<file path="src/rtl/mem_arb_pkg.sv">
// mem_arb_pkg: shared FSM states, owner ids and default widths for the RAM arbiter
package mem_arb_pkg;
  localparam int ADDR_W_DEF = 15;
  localparam int DATA_W_DEF = 16;
  typedef enum logic [1:0] {IDLE, ACCESS, CAPTURE, DONE} state_t;
  typedef enum logic {OWN_CPU, OWN_VGA} owner_t;
endpackage

</file>
<file path="src/rtl/arb_starve_counter.sv">
// arb_starve_counter: saturating count of VGA grants taken while the CPU waited; hit at LIMIT
module arb_starve_counter #(
  parameter int LIMIT = 4
) (
  input  logic clk,
  input  logic reset,
  input  logic clr,
  input  logic inc,
  output logic hit
);
  localparam int W = $clog2(LIMIT + 1);
  logic [W-1:0] cnt;
  always_ff @(posedge clk)
    if (reset || clr) cnt <= '0;
    else if (inc && !hit) cnt <= cnt + 1'b1;
  assign hit = cnt == W'(LIMIT);
endmodule

</file>
<file path="src/rtl/mem_arbiter.sv">
// mem_arbiter: single-port RAM shared by CPU (rd/wr) and VGA (rd, fixed priority, CPU anti-starvation)
module mem_arbiter
  import mem_arb_pkg::*;
#(
  parameter int ADDR_W       = ADDR_W_DEF,
  parameter int DATA_W       = DATA_W_DEF,
  parameter int STARVE_LIMIT = 4
) (
  input  logic              clk,
  input  logic              reset,
  input  logic              enable,
  input  logic              cpu_req,
  input  logic              cpu_we,
  input  logic [ADDR_W-1:0] cpu_addr,
  input  logic [DATA_W-1:0] cpu_wdata,
  output logic              cpu_ack,
  output logic [DATA_W-1:0] cpu_rdata,
  input  logic              vga_req,
  input  logic [ADDR_W-1:0] vga_addr,
  output logic              vga_ack,
  output logic [DATA_W-1:0] vga_rdata,
  output logic [ADDR_W-1:0] mem_addr,
  output logic [DATA_W-1:0] mem_wdata,
  output logic              mem_we,
  input  logic [DATA_W-1:0] mem_rdata
);
  state_t state, state_n;
  owner_t owner;
  logic wr, hit, grant, cpu_win;
  assign cpu_win = cpu_req && (!vga_req || hit);
  assign grant = state == IDLE && enable && (cpu_req || vga_req);
  arb_starve_counter #(.LIMIT(STARVE_LIMIT)) u_starve (
    .clk  (clk),
    .reset(reset),
    .clr  (grant && cpu_win),
    .inc  (grant && !cpu_win && cpu_req),
    .hit  (hit)
  );
  always_ff @(posedge clk) state <= reset ? IDLE : state_n;
  always_comb
    state_n = state == IDLE    ? (grant ? ACCESS : IDLE) :
              state == ACCESS  ? (wr ? DONE : CAPTURE) :
              state == CAPTURE ? DONE : IDLE;
  always_ff @(posedge clk)
    if (reset) begin
      cpu_ack   <= 1'b0;
      vga_ack   <= 1'b0;
      mem_we    <= 1'b0;
      mem_addr  <= '0;
      mem_wdata <= '0;
      cpu_rdata <= '0;
      vga_rdata <= '0;
      owner     <= OWN_CPU;
      wr        <= 1'b0;
    end else begin
      cpu_ack <= (state == ACCESS && wr) || (state == CAPTURE && owner == OWN_CPU);
      vga_ack <= state == CAPTURE && owner == OWN_VGA;
      mem_we  <= grant && cpu_win && cpu_we;
      if (grant) begin
        mem_addr <= cpu_win ? cpu_addr : vga_addr;
        owner    <= cpu_win ? OWN_CPU : OWN_VGA;
        wr       <= cpu_win && cpu_we;
        if (cpu_win) mem_wdata <= cpu_wdata;
      end
      if (state == CAPTURE && owner == OWN_CPU) cpu_rdata <= mem_rdata;
      if (state == CAPTURE && owner == OWN_VGA) vga_rdata <= mem_rdata;
    end
endmodule

</file>
<file path="config.mk">
export PLATFORM = sky130hd
export DESIGN_NAME = mem_arbiter
export DESIGN_NICKNAME = d
export VERILOG_FILES = /design/src/rtl/mem_arb_pkg.sv /design/src/rtl/arb_starve_counter.sv /design/src/rtl/mem_arbiter.sv
export SDC_FILE = /design/constraint.sdc
export NUM_CORES = 1
export LEC_CHECK = 0
export BUFFER_PORTS_ARGS = -buffer_cell sky130_fd_sc_hd__buf_2
export CAP_MARGIN = 15
export CORE_MARGIN = 10
export CORE_UTILIZATION = 42
export DETAILED_ROUTE_END_ITERATION = 7
export PLACE_DENSITY = 0.83
export SLEW_MARGIN = 20
export SYNTH_ARGS = -nofsm -noshare
export SYNTH_HDL_FRONTEND = slang
export SYNTH_SLANG_ARGS = --single-unit
export TNS_END_PERCENT = 5
</file>
<file path="constraint.sdc">
create_clock -name clk -period 1.33 [get_ports clk]
set_input_delay 0.266 -clock clk [delete_from_list [all_inputs] [get_ports clk]]
set_output_delay 0.266 -clock clk [all_outputs]
set_load 0.01 [all_outputs]
</file>
==> metrics <==
run status=complete, but fails checks; failing checks=setup timing; area share of the largest cell type after synthesis=approximately half; weighted congestion reported at the end of routability-driven placement=0.8097; RSZ-0062 raised after global routing=yes; terminus of the critical flop-to-flop path=mem_wdata[14]$_SDFFE_PP0P_; global-route wire length before repair=14120 um; maximum clock skew at final layout=about 0.0063 ns; period utilization=100.3%; Worst Setup End Kind=register; die boundary height=~100 um; count of cell types in the netlist=31; Initial DRC Count=151; data arrival at the endpoint of the critical path=around 1.6 ns; class of the most critical setup path=reg -> reg; insertion delay of the later-clocked pin in the worst-skew pair=0.33 ns; clock tree from TritonCTS=built; layout cells sized above 1=between 40 and 50%; number of primary I/O pins=between 100 and 150; instance area at placement=3754 sq um; worst reg-to-reg setup slack=-0.004 ns; pre-CTS setup slack=-0.1197 ns; worst-case reg-to-reg path depth=7; Post-CTS Hold Buffers=0; cts bufs inserted=9; number of antenna violations at the first check in global routing=0; average wire per standard cell=approximately 16 um; utilization of the core after routing=60.91%; number of vias per cell=about 5.3; post-route setup slack=-0.004473 ns; commonest non-fill, non-tap cell in the layout=buf_2; gate count after technology mapping=~340; maximum clock path buffer count=2; leftover overflow at the end of global routing=0; number of clock sinks seen by CTS=between 70 and 80; number of nets with antenna violations after detailed routing=0; mean post-synth cell area=~8.6 sq um; register area=1466 sq um; Post-Syn Nets=slightly above 400; final instance area=around 4100 sq um; static power due to leakage=between 1.5 and 2 nW; via count of the first global-routing pass=3042; starting density of the core=around 43%; post-synthesis cell type with the largest combined area=dfxtp_1; Max-cap violations=0; flip-flop and latch count after synthesis=73; share of the yosys chip area belonging to registers=about half; sum of negative setup slack=-0.006995 ns; Yosys Warn Count=0; total power per unit cell area=~1200 nW/um^2; filler cell count in the final layout=589; class of the worst hold path=in -> reg; Worst-Margin Slew=~0.30 ns; Final Hold Slack=about 0.18 ns; Nets=about 550; DR DRC count=0; all-layer global routing usage=16.68%; clock slew at the register clock pins of the worst setup and hold paths=about 0.070 ns; Clock Root Buffer=clkbuf_8; startpoint of the lowest-slack hold path=mem_rdata[2]; number of buffer cells added on primary ports=around 130; most area-consuming cells after synthesis=dfxtp_1 51%, a21oi_1 12%, nand2_1 8.9%, a32oi_1 4.6%, nand3_1 3.5%; Total Routed Length=a little over 9000 um; H-tree lvl count=3; DR pass1 iterations=4; max-slew violation total from the final report=0; FMAX=between 700 and 800 MHz; area of the die=between 10000 and 15000 sq um; worst-case hold path end point=cpu_rdata[2]$_SDFFE_PP0P_; crit path launch type=register; maximum vdd drop=around 630 uV; Antenna Diode Count=0; crit path time final=around 1.3 ns; Die Width=102.8 um; worst flop-to-flop path startpoint=u_starve.cnt[0]$_SDFFE_PP0P_; pin count of the biggest net entering global routing=35; data required time of the critical path=around 1.6 ns; Final Setup Violations=2; post-detail-place hpwl=6602 um; top fanout value on the critical path=8; Post-Synthesis Cell Area=between 2000 and 3000 sq um; footprint of the multi-input gates=between 1000 and 1500 sq um; hold-critical path depth=3; number of vias in the routed layout=slightly below 3000; normalized max-slew margin=about four fifths; placeable core region=~6700 sq um; final-report hold violation count=0; synthesis-to-layout area growth=42.22%; floorplan row count=30; leading cell types in the layout, fill and taps excluded=133 x buf_2, 69 x dfxtp_1, 68 x nand2_1
## worst max-delay path by stage
stage                                       from                          to  cells after the start
floorplan                    state[0]$_SDFF_PP0_   mem_addr[14]$_SDFFE_PP0N_                      7
finish              u_starve.cnt[0]$_SDFFE_PP0P_  mem_wdata[14]$_SDFFE_PP0P_                      7
detailed placement  u_starve.cnt[0]$_SDFFE_PP0P_   mem_wdata[1]$_SDFFE_PP0P_                      6
CTS                          state[1]$_SDFF_PP0_    mem_addr[0]$_SDFFE_PP0N_                      6
global route        u_starve.cnt[0]$_SDFFE_PP0P_  mem_wdata[12]$_SDFFE_PP0P_                      7
global placement    u_starve.cnt[0]$_SDFFE_PP0P_   mem_wdata[1]$_SDFFE_PP0P_                      6
## synth_stat cells
library cell and number:
a21oi_1 67, clkbuf_2 2, a32oi_1 15, and3_1 1
mux2i_1 1, nand4b_1 1, nor2_1 4, dfxtp_1 73
nor3_2 1, nor3_1 1, clkbuf_1 6, ha_1 5
inv_1 4, buf_1 5, buf_6 5, o211ai_4 1
buf_4 4, nor2b_1 2, nand2b_1 1, and2_1 1
and2_0 1, nand3_1 20, nand4_1 15, nand2_1 68
a21bo_2 1, buf_2 8, o21a_1 1, o21ai_0 17
nor3b_1 2, xnor2_1 1, a21boi_2 1
## critical path, stage by stage, from the launching register on
cell and delay (ns):
dfxtp_2 0.36, inv_2 0.05, ha_4 0.17, buf_6 0.12, a21boi_4 0.20, buf_6 0.15, o21ai_0 0.08, a21oi_1 0.13
## kinds of logic after synthesis
| group | Yosys count | synth area share (%) |
|---|---|---|
| AOI/OAI and AO/OA | 103 | 20.91 |
| buffers and inverters | 34 | 6.695 |
| adders and majority gates | 5 | 2.174 |
| DFF | 73 | 50.78 |
| xor gates and xnor gates | 1 | 0.3044 |
| muxes | 1 | 0.3478 |
| and+or+nand+nor | 118 | 18.78 |
## per-layer routing
| metal | up-vias | global-route usage [%] | routed length, um |
|---|---|---|---|
| met4 | 0 | 5.241 | 111 |
| met2 | 122 | 28.16 | 4206 |
| met1 | 1383 | 18.90 | 3803 |
| met5 | - | 0 | 0 |
| li1 | 1463 | - | - |
| met3 | 11 | 6.635 | 975 |
## final cells by class
type / instances / area share [%]
clock inverter: 1 / 0.7337
timing repair buffer: 158 / 24.12
tap: 80 / 2.446
sequential: 73 / 35.83
clock buffer: 15 / 4.800
multi-input combinational: 229 / 31.70
inverter: 4 / 0.3669
## power breakdown
group	total, W	leakage (nW)	switching [W]	internal, W
sequential	0.00228	0.593	0.0000338	0.00224
combinational	0.000549	1.06	0.000287	0.000261
clock	0.00189	0.116	0.000764	0.00113
## flip-flops by register name, summed over array words and instances, names as in the netlist
register,flops
vga_ack,1
cpu_ack,1
cpu_rdata,16
owner,1
u_starve.cnt,3
state,2
vga_rdata,16
wr,1
mem_wdata,16
mem_addr,15
mem_we,1
## repair_timing
item,in CTS,in global routing
cloned,2,1
buffers inserted,0,0
gates resized for setup,19,16
endpoints found under the setup margin,47,49
pin swaps,10,22
## stage by stage
stage	instances	power [W]
after floorplan	335	0.002584
after global placement	541	0.002819
after detailed placement	541	0.002833
after CTS	559	0.004751
after global routing	560	0.004910
final	560	0.004716
Note: power is estimated with default switching activity, not from simulation.
